File: src/rtl/maf_issue_ctrl.sv
// Issue/collect controller for the two-stage multiply-add datapath.
// Operations are accepted over valid/ready and steered into the datapath.
// The block follows each operation through the fixed datapath latency and
// captures the result, tag and func into an in-order output FIFO. The
// datapath cannot stall. Issue is throttled by credits so that every result
// has a FIFO slot reserved before it leaves the datapath.
module maf_issue_ctrl #(
  parameter int BITS  = 32,
  parameter int DEPTH = 4,
  parameter int TAG_W = 4
) (
  input  logic                       clk,
  input  logic                       rst_n,

  input  logic                       in_valid,
  output logic                       in_ready,
  input  logic [1:0]                 in_func,
  input  logic [BITS-1:0]            in_a,
  input  logic [BITS-1:0]            in_b,
  input  logic [BITS-1:0]            in_c,
  input  logic [TAG_W-1:0]           in_tag,

  output logic [1:0]                 dp_func,
  output logic [BITS-1:0]            dp_a,
  output logic [BITS-1:0]            dp_b,
  output logic [BITS-1:0]            dp_c,
  input  logic [2*BITS-1:0]          dp_result,

  output logic                       out_valid,
  input  logic                       out_ready,
  output logic [2*BITS-1:0]          out_result,
  output logic [TAG_W-1:0]           out_tag,
  output logic [1:0]                 out_func,

  output logic [$clog2(DEPTH):0]     count,
  output logic                       busy,
  output logic [15:0]                done_cnt
);

  localparam int PW = $clog2(DEPTH);
  localparam int CW = PW + 1;

  // Stage-1 tracking of the operation currently inside the datapath.
  logic              s1_v;
  logic [TAG_W-1:0]  s1_tag;
  logic [1:0]        s1_func;

  // Output FIFO storage and pointers.
  logic [2*BITS-1:0] res_mem  [DEPTH];
  logic [TAG_W-1:0]  tag_mem  [DEPTH];
  logic [1:0]        func_mem [DEPTH];
  logic [PW-1:0]     wr_ptr;
  logic [PW-1:0]     rd_ptr;

  logic              fire;
  logic              push;
  logic              pop;
  logic [CW-1:0]     committed;

  // Credits count entries already in the FIFO plus the one still in flight.
  // Only registered state is used, so out_ready and in_valid never reach
  // in_ready combinationally; a pop frees its credit one cycle later.
  assign committed = count + CW'(s1_v);
  assign in_ready  = committed < CW'(DEPTH);

  assign fire = in_valid & in_ready;
  assign push = s1_v;
  assign pop  = out_valid & out_ready;

  // Operands go to the datapath only on a firing cycle; idle cycles carry
  // zeros so the datapath sees quiet inputs when nothing is issued.
  always_comb begin
    dp_func = 2'b00;
    dp_a    = '0;
    dp_b    = '0;
    dp_c    = '0;
    if (fire) begin
      dp_func = in_func;
      dp_a    = in_a;
      dp_b    = in_b;
      dp_c    = in_c;
    end
  end

  // Track the issued operation for one edge, matching the datapath register.
  always_ff @(posedge clk or negedge rst_n) begin
    if (!rst_n) begin
      s1_v    <= 1'b0;
      s1_tag  <= '0;
      s1_func <= 2'b00;
    end else begin
      s1_v <= fire;
      if (fire) begin
        s1_tag  <= in_tag;
        s1_func <= in_func;
      end
    end
  end

  // FIFO storage write; contents need no reset because count gates validity.
  always_ff @(posedge clk) begin
    if (push) begin
      res_mem[wr_ptr]  <= dp_result;
      tag_mem[wr_ptr]  <= s1_tag;
      func_mem[wr_ptr] <= s1_func;
    end
  end

  // FIFO pointers and occupancy; the credit scheme keeps push off a full FIFO.
  always_ff @(posedge clk or negedge rst_n) begin
    if (!rst_n) begin
      wr_ptr <= '0;
      rd_ptr <= '0;
      count  <= '0;
    end else begin
      if (push) wr_ptr <= wr_ptr + PW'(1);
      if (pop)  rd_ptr <= rd_ptr + PW'(1);
      case ({push, pop})
        2'b10:   count <= count + CW'(1);
        2'b01:   count <= count - CW'(1);
        default: count <= count;
      endcase
    end
  end

  // Completed-pop counter, free-running and wrapping at 16 bits.
  always_ff @(posedge clk or negedge rst_n) begin
    if (!rst_n) begin
      done_cnt <= 16'd0;
    end else if (pop) begin
      done_cnt <= done_cnt + 16'd1;
    end
  end

  assign out_valid  = count != '0;
  assign out_result = res_mem[rd_ptr];
  assign out_tag    = tag_mem[rd_ptr];
  assign out_func   = func_mem[rd_ptr];
  assign busy       = s1_v | (count != '0);

endmodule

File: config.mk
export PLATFORM = sky130hd
export DESIGN_NAME = maf_issue_ctrl
export DESIGN_NICKNAME = d
export VERILOG_FILES = /design/src/rtl/maf_issue_ctrl.sv
export SDC_FILE = /design/constraint.sdc
export NUM_CORES = 1
export LEC_CHECK = 0
export ABC_AREA = 0
export CAP_MARGIN = 10
export CORE_ASPECT_RATIO = 2
export CORE_MARGIN = 1.5
export CORE_UTILIZATION = 30
export DETAILED_ROUTE_END_ITERATION = 8
export SLEW_MARGIN = 20
export SYNTH_ARGS = -nofsm -noshare
export SYNTH_HDL_FRONTEND = slang
export SYNTH_SLANG_ARGS = --single-unit
File: constraint.sdc
create_clock -name clk -period 3.2 [get_ports clk]
set_input_delay 0.32 -clock clk [delete_from_list [all_inputs] [get_ports clk]]
set_output_delay 0.32 -clock clk [all_outputs]
set_load 0.01 [all_outputs]
==> results.py, run 1 <==
metrics = {
    "synthesis": {
        "syn-cell-area_sq_um": 12200,
        "synthSimpleGateAreaFrac_pct": 6.62,
        "yosysTopAreaCell": "edfxtp_1",
        "syn_area_per_cell_sq_um": 20.3,
        "synth_most_common_cell": "edfxtp_1",
        "ys.flop_type": "edfxtp_1",
        "synth_edf_count": 280,
        "post_synth_mux_area_share_pct": 13.8,
        "ys_seq_elements": 310,
        "synth_compound_area_share_pct": 0.216,
        "synth_fa_ha_area_share_pct": 0.782,
        "yosysUniqueCellTypes": 31,
        "synth_common_cells": "edfxtp_1 (280), and3_1 (101), mux4_2 (70), dfrtp_1 (30), clkbuf_1 (25)",
        "async_reset_ff_share_pct": 9.68,
        "synth_top_family_by_area": "multiplexers",
        "synth_area_leaders": "edfxtp_1 (69%), mux4_2 (13%), dfrtp_1 (6.2%)",
        "synth_xor_area_share_pct": 1.65,
        "postSynthCellCount": 598,
        "synth_top_area_share_pct": 69.1,
        "yosys_warnings": 0,
        "seq_area_frac_synth_pct": 75.3,
        "synth_nets": 775,
    },
    "clock_tree": {
        "clk_latency_ns": 0.55,
        "clk_pin_slew_ns": 0.07,
        "cts.sinks": 310,
        "numCtsBuffers": 27,
        "h-tree-depth": 1,
        "cts-root-buf": "clkbuf_16",
        "cts_buffer_depth": 3,
        "post-cts-setup-buffers": 0,
        "cts_tree": "done",
    },
    "finish": {
        "fin_area_sq_um": 17400,
        "areaGrowthSynthToFinish_pct": 42.8,
        "final_nets": 1138,
        "drive_above_1_share_pct": 14.6,
        "area.sequential_sq_um": 9170,
        "multi_input_area_sq_um": 2830,
        "fillers": 3678,
    },
    "detailed_routing": {
        "drc": 0,
        "vias": 7020,
        "avgViaCountPerCell": 4.64,
        "drtIter0Drc": 322,
        "wl_per_cell_microns": 21.8,
        "ant_nets": 0,
        "dr.pass1.iters": 4,
        "wl_mm": 32.9,
    },
    "timing": {
        "post-route-min-period_ns": 2.95,
        "max_slew_margin_pct": 49.5,
        "hold_violations": 0,
        "min_period_over_period_pct": 92.3,
        "worst_pin_slew_ns": 0.757,
        "tns_ns": 0,
        "fmax_mhz": 338,
        "setup_violations": 0,
        "clock_skew_ns": 0.0271,
        "drv_slew": 0,
        "rsz0062_at_grt": "false",
    },
    "pwr": {
        "ir_drop_v": 0.000642,
        "p_leak_nw": 6.11,
        "pwr_density_cell_nw_per_um2": 830,
    },
    "placement": {
        "place_hpwl_mm": 22.8,
        "postPlaceCellArea_sq_um": 16500,
        "io_buffer_count": 359,
        "gp_congestion": 0.892,
    },
    "floorplan": {
        "fp-row-count": 104,
        "core-area_sq_um": 40100,
        "die_area_sq_um": 41800,
        "io_pins": 360,
        "start_util_pct": 30.4,
        "die_y_microns": 288,
        "die_w_microns": 145,
    },
    "worst_hold_path": {
        "min_path_type": "in2async",
    },
    "global_routing": {
        "antenna_found_initial": 7,
        "grt_use_total_pct": 15.5,
        "grt_max_degree": 101,
        "grt_pass1_wl_mm": 48.1,
        "first_global_vias": 7741,
        "grt-ovfl-total": 0,
    },
    "worst_setup_path": {
        "worstPathArrival_ns": 2.63,
        "critPathLaunchType": "flip-flop",
        "crit_fanout": 100,
        "cp.required_ns": 2.88,
        "ff2ff_setup_slack_ns": 1.05,
        "rr_startpoint": "count[2]",
        "crit_path_start": "count[0]",
        "path_class": "reg2out",
        "cp-end-kind": "primary output",
    },
    "flow_run": {
        "drv_cap": 0,
    },
    "status": {
        "status": "complete, no violations",
    },
}
==> power breakdown <==
| part | total [W] | internal (W) | switching [W] |
|---|---|---|---|
| clock | 0.00331 | 0.00188 | 0.00144 |
| combinational | 0.00553 | 0.00303 | 0.00250 |
| sequential | 0.00558 | 0.00522 | 0.000361 |
==> layer usage <==
metal  part of all wire, %  wire (microns)  track usage, %  vias to the layer above
li1                      -               -               -                     3135
met1                    34           11200            15.7                     3502
met2                    56           18400            30.4                      321
met3                   6.1            2020            3.15                       54
met4                   3.6            1180            6.68                        8
met5                  0.14              46               0                        -
==> worst max-delay path, cell delays in order, from the launching register on <==
cell and delay, ns:
dfrtp_1 0.49, nand3_1 0.22, xor2_4 0.20, buf_12 0.30, and3_1 0.26, clkdlybuf4s50_1 0.56
==> cells by family (layout without fill, tap and decap cells) <==
family	count (synthesis)	after routing
mux	77	77
fa+ha+maj	7	7
other cells	0	2
simple gates	134	134
compound gates	2	2
xor+xnor	22	22
flops	310	310
buf+inv	46	430
==> stage by stage <==
stage	hold slack [ns]	power, W	worst slack, ns	instances	utilization (%)
global placement	0.438	0.0113	0.848	1461	41.1
CTS	0.362	0.0147	0.202	1512	43.3
floorplan	0.0244	0.00837	0.504	598	-
global route	0.388	0.0151	0.116	1514	43.4
detailed placement	0.446	0.0113	0.798	1461	41.1
finish	0.381	0.0144	0.245	1514	43.4
==> final timing paths <==
path,to,cells after the start
worst max-delay path,dp_a[3],5
worst min-delay path,done_cnt[15],2
worst max register to register,count[2],8
worst min register to register,done_cnt[15],1
max in group asynchronous,rd_ptr[1],2
min in group clk,res_mem[2][43],1
==> state kept, by name, indices dropped and copies added, names as in the netlist <==
name and cells:
wr_ptr 2, tag_mem 16, func_mem 8, rd_ptr 2
s1_tag 4, count 3, push 1, done_cnt 16
res_mem 256, s1_func 2
==> cell usage in the layout (no fill, tap or decap), types with 4 or more instances in the layout <==
master,synthesis,routed
clkdlybuf4s50_1,0,357
edfxtp_1,280,280
and3_1,101,101
mux4_2,70,70
dfrtp_1,30,28
clkbuf_16,0,27
xnor2_1,14,14
nand2_1,11,11
buf_12,0,8
inv_1,7,7
xor2_1,7,7
clkinv_1,0,7
mux2_4,6,6
ha_1,6,6
and2_4,1,5
buf_4,0,5
nand3_1,4,4
nand4_1,4,4
bufinv_16,0,4
clkinv_2,0,4
==> area by class of cell <==
| cell class | instances | share of cell area (%) |
|---|---|---|
| clock buffer | 29 | 3.93 |
| inverter | 7 | 0.151 |
| antenna | 2 | 0.0288 |
| timing repair buffer | 373 | 21.8 |
| sequential | 310 | 52.8 |
| tap | 530 | 3.82 |
| multi-input combinational | 242 | 16.3 |
| clock inverter | 21 | 1.24 |
==> timing repair <==
item,CTS,global route
hold buffers,1,0
hold endpoints to repair,30,0
resized for setup,0,0
(Power assumes the default switching activity.)
==> inputs of run 2 (changes only) <==
CORE_UTILIZATION = 47   (was 30)
PLACE_DENSITY = 0.8   (was default)
==> run 2 against run 1 <==
Against the previous run:
- maximum frequency shrank 1.8%
- first-iteration DRC count grew 120%
- register-to-register slack is essentially flat
- global-route usage grew 9.9 points
- final cell count shrank 13%
- via count grew 4.2%
- cell area shrank 1.8%
- critical endpoint is now out_tag[2]
==> results.py, run 2 (same netlist as run 1, synthesis figures left out) <==
metrics = {
    "floorplan": {
        "die_y_microns": 231,
        "die_area_sq_um": 26900,
        "start_util_pct": 47.6,
        "core-area_sq_um": 25500,
        "die_w_microns": 117,
        "io_pins": 360,
        "fp-row-count": 83,
    },
    "finish": {
        "final_nets": 1137,
        "utilization_pct": 66.8,
        "layout_commonest_cell": "clkdlybuf4s50_1",
        "largest_reg_flops": 256,
        "area.sequential_sq_um": 9170,
        "top_regs": "res_mem: 256 flops, done_cnt: 16 flops, tag_mem: 16 flops",
        "final_cells": 1324,
        "multi_input_area_sq_um": 2850,
        "areaGrowthSynthToFinish_pct": 40.2,
        "drive_above_1_share_pct": 14.7,
        "largest_register": "res_mem",
        "fillers": 1753,
        "final_cell_mix": "clkdlybuf4s50_1 (357), edfxtp_1 (280), and3_1 (101), mux4_2 (70), dfrtp_1 (28)",
    },
    "global_routing": {
        "grt-ovfl-total": 0,
        "first_global_vias": 7572,
        "grt_max_degree": 82,
        "grt_pass1_wl_mm": 47.9,
        "antenna_found_initial": 21,
        "grt_use_total_pct": 25.5,
    },
    "pwr": {
        "switching_share_pct": 29.6,
        "ir_drop_v": 0.000878,
        "pwr_density_cell_nw_per_um2": 820,
        "p_leak_nw": 6.06,
        "power_frac_seq_pct": 40.7,
        "p_int_w": 0.00985,
        "combPwrFrac_pct": 38.4,
        "clock_power_share_pct": 20.9,
        "power.switching_w": 0.00414,
    },
    "timing": {
        "fin_ws_ns": 0.190,
        "post-route-min-period_ns": 3.01,
        "clock_skew_ns": 0.0184,
        "drv_slew": 0,
        "max_slew_margin_pct": 51.5,
        "rsz0062_at_grt": "false",
        "tns_ns": 0,
        "worst_pin_slew_ns": 0.727,
        "hold_slack_ns": 0.401,
        "hold_violations": 0,
        "fmax_mhz": 332,
        "setup_violations": 0,
        "min_period_over_period_pct": 94.1,
    },
    "worst_setup_path": {
        "cp_top_family": "buffers and inverters",
        "crit_fanout": 21,
        "critPathLaunchType": "flip-flop",
        "cp.required_ns": 2.88,
        "worstPathArrival_ns": 2.69,
        "cp_slowest_cell": "dfrtp_4",
        "max_stage_delay_ns": 0.69,
        "path_cells": "buf_4 > mux4_2 > clkdlybuf4s50_1",
        "worst-path-buf-inv": 2,
        "cp-end-kind": "primary output",
        "path_class": "reg2out",
    },
    "placement": {
        "dp.cells": 1271,
        "place_hpwl_mm": 24.5,
        "io_buffer_count": 359,
        "post-place-ws_ns": 0.614,
        "gp_congestion": 0.896,
    },
    "clock_tree": {
        "h-tree-depth": 1,
        "cts-root-buf": "clkbuf_16",
        "cts_buffer_depth": 3,
        "cts_tree": "done",
        "clk_latency_ns": 0.53,
        "cts.sinks": 310,
        "clk_pin_slew_ns": 0.07,
        "numCtsBuffers": 24,
    },
    "detailed_routing": {
        "avgViaCountPerCell": 5.52,
        "ant_nets": 0,
        "wl_mm": 34.3,
        "dr.pass1.iters": 5,
        "wl_per_cell_microns": 25.9,
        "drc": 0,
        "vias": 7313,
        "drtIter0Drc": 701,
    },
    "worst_hold_path": {
        "min_path_type": "in2async",
    },
    "flow_run": {
        "drv_cap": 0,
    },
    "status": {
        "status": "complete, no violations",
    },
}
## run 2: changes by cell type in the layout (fill, tap and decap cells not counted), moves of 2 or more
cell / delta
inv_6: -2
clkinv_1: -6
bufinv_16: -3
clkbuf_8: +3
clkbuf_16: -2
diode_2: +5
## run 2: worst paths after layout
path | from | to | slack, ns | depth (start not counted)
setup / recovery | rd_ptr[0] | out_tag[2] | 0.19 | 3
hold / removal | rst_n | s1_tag[0] | 0.40 | 2
setup reg to reg | count[2] | count[2] | 1.05 | 8
hold reg to reg | done_cnt[15] | done_cnt[15] | 0.50 | 1
max in group asynchronous | rst_n | rd_ptr[1] | 2.24 | 2
min in group clk | in_tag[2] | s1_tag[2] | 0.41 | 2
## run 2: power groups by stage
stage | combinational, W | clock, W | sequential [W]
detailed placement | 0.00539 | 0 | 0.00578
global placement | 0.00537 | 0 | 0.00573
finish | 0.00537 | 0.00292 | 0.00570
floorplan | 0.00282 | 0 | 0.00555
global route | 0.00572 | 0.00310 | 0.00578
CTS | 0.00544 | 0.00299 | 0.00570
## run 2: area by class of cell
cell class                 count  area share (%)
clock buffer                  31            3.98
tap                          340            2.49
clock inverter                12           0.579
multi-input combinational    243            16.7
antenna                        7           0.103
inverter                       7           0.154
timing repair buffer         374            22.3
sequential                   310            53.7
## run 2: stage by stage
stage	power (W)	cell area, sq um
after floorplan	0.00837	12200
after global placement	0.0111	16200
after detailed placement	0.0112	16200
after CTS	0.0141	17000
after global routing	0.0146	17000
final	0.0140	17100
## run 2: what timing repair did
| item | in CTS | in global routing |
|---|---|---|
| endpoints found under the hold margin | 30 | 0 |
| setup endpoints to repair | 0 | 73 |
| setup buffers | 0 | 1 |
| hold buffers | 1 | 0 |
| gates resized for setup | 0 | 1 |
## run 2: worst register-to-register path, cell delays in order (launching register included)
cell and delay (ns):
dfrtp_1 0.64, o31ai_4 0.13, inv_1 0.22, ha_1 0.24, inv_1 0.06, fa_1 0.37
xor2_1 0.15, nor2_1 0.11, xor2_1 0.15
## run 2: per-layer routing
metal | global-route usage (%) | routed length (microns)
met1 | 33.0 | 12800
met4 | 7.45 | 756
met2 | 40.9 | 16700
met5 | 0 | 134
met3 | 8.61 | 3860
==> variant (config.mk and constraints of run 1) <==
The parameter `DEPTH` goes from 4 to 2.
--- a/src/rtl/maf_issue_ctrl.sv
+++ b/src/rtl/maf_issue_ctrl.sv
@@ -6,7 +6,7 @@
 // has a FIFO slot reserved before it leaves the datapath.
 module maf_issue_ctrl #(
   parameter int BITS  = 32,
-  parameter int DEPTH = 4,
+  parameter int DEPTH = 2,
   parameter int TAG_W = 4
 ) (
   input  logic                       clk,
Interface: changed (resized count); port bits go from 360 to 359. No check against the original RTL was run, so the function may have changed too.
==> variant against run 1 <==
Sequential cell count fell by 143. Cell area fell by 34%. Clock skew fell by 0.019 ns. Synthesized area fell by 43%. Synthesized cell count fell by 28%. Via count fell by 26%. Worst setup slack improved by 0.18 ns. Power fell by 34%. Non-clock buffer count fell by 11. Global-route usage rose by 5.5 points. Wire length fell by 23%. Critical path type unchanged. Highest routed layer unchanged.
==> variant: results (changes against run 1) <==
layout cells sized above 1 14.9% (+0.34 points); worst skew pair latency 0.43 ns (-0.12 ns); post-synthesis cell count 430 (-28%); Post-synth EDFFs 140 (-50%); clk_skew 0.00843 ns (-0.0187 ns); combinational share of power 42.3% (+4.0 points); Leakage Power 4.32 nW (-29%); wire length per cell 23.5 um (+7.9%); placed instance area 10800 sq um (-34%); Seq. pwr 3.44 mW (-38%); Resize count post-CTS 0 (unchanged); Slowest cell on crit path dfrtp_4; IO buf count 358 (-0.28%); vias 5190 (-26%); sequential share of the synthesized area 70.5% (-4.8 points); Post-synth top cells edfxtp_1 (140), and3_1 (100), mux2_2 (71); Slowest Stage Delay on Critical Path 1.01 ns (+0.45 ns); pre-CTS setup slack 0.838 ns (+0.0396 ns); worst-path fanout max 71 (-29%); antenna violations before repair 18 (+11); TritonCTS Buffers 17 (-37%); total chip power 9.55 mW (-34%); DRT iter0 DRCs 228 (-29%); Synth area leaders edfxtp_1 (61%), mux2_2 (12%), dfrtp_1 (9.8%); Clock Path Buffers 2 (-1); clock tree root driver cell clkbuf_16; Layout fillers 2002 (-46%); Synthesis Warnings 0 (unchanged); first-pass GRT wire length 34900 um (-27%); relative slew slack 32.5% (-17 points); gp weighted congestion 0.820 (-8.1%); GRT Total Usage 21.1% (+5.5 points); post-placement cell count 1040 (-29%); via/cell ratio 4.81 (+3.6%); syn_nets 602 (-22%); sum of net half-perimeters after detailed placement 19300 um (-15%); Peak VDD IR 0.000479 V (-25%); largest net degree at the start of global routing 101 (unchanged); sw frac 31.2% (+1.4 points); Layout Nets 951 (-16%); status complete, no violations; max reg flops 128 (-50%); Regs by FF count res_mem (128), done_cnt (16), tag_mem (8); cell family with most CP delay flip-flops; H-tree level count 4 (+3); Post-synth ARST share 16.2% (+6.5 points); critical path data arrival time 2.45 ns (-0.18 ns); Unique masters post-synth 26 (-16%)
-- variant: worst paths after layout --
check	from	to	slack, ns	cells after the start
max	rd_ptr	out_result[62]	0.43	2
min	rst_n	done_cnt[11]	0.39	1
max reg2reg	count[0]	s1_tag[0]	1.09	5
min reg2reg	s1_tag[2]	tag_mem[1][2]	0.47	0
max in group asynchronous	rst_n	s1_tag[2]	2.09	2
min in group clk	s1_tag[2]	tag_mem[1][2]	0.47	0
-- variant: logic make-up (layout without fill, tap and decap cells) --
family,after synthesis,in the layout,synth area share (%)
AND/OR/NAND/NOR,128,128,11.1
AO/OA/AOI/OAI,1,1,0.109
multiplexers,77,77,12.9
flip-flops,167,167,70.5
other,0,8,0
adder cells (fa/ha/maj),2,2,0.362
XOR/XNOR,21,21,2.77
buffers and inverters,34,396,2.22
-- variant: final cells by class --
| class | instances | area [sq um] | area share [%] |
|---|---|---|---|
| Sequential cell | 167 | 4880 | 42.7 |
| Timing Repair Buffer | 362 | 3650 | 31.9 |
| Multi-Input combinational cell | 229 | 1910 | 16.7 |
| Clock buffer | 24 | 536 | 4.69 |
| Tap cell | 280 | 350 | 3.07 |
| Clock inverter | 8 | 80.1 | 0.701 |
| Antenna cell | 8 | 20.0 | 0.175 |
| Inverter | 2 | 7.51 | 0.0657 |
-- variant: worst reg2reg max path: stages, from the launching register on --
cell     delay (ns)
dfrtp_1        0.52
nand2_2        0.14
xor2_4         0.17
buf_12         0.30
and2_1         0.52
mux2_4         0.35
-- variant: metal layers --
| layer | vias to the layer above | GRT usage, % | wire length (um) |
|---|---|---|---|
| li1 | 2326 | - | - |
| met1 | 2477 | 20.7 | 8840 |
| met2 | 318 | 36.8 | 12900 |
| met3 | 47 | 10.8 | 2830 |
| met4 | 22 | 7.78 | 642 |
| met5 | - | 0 | 151 |
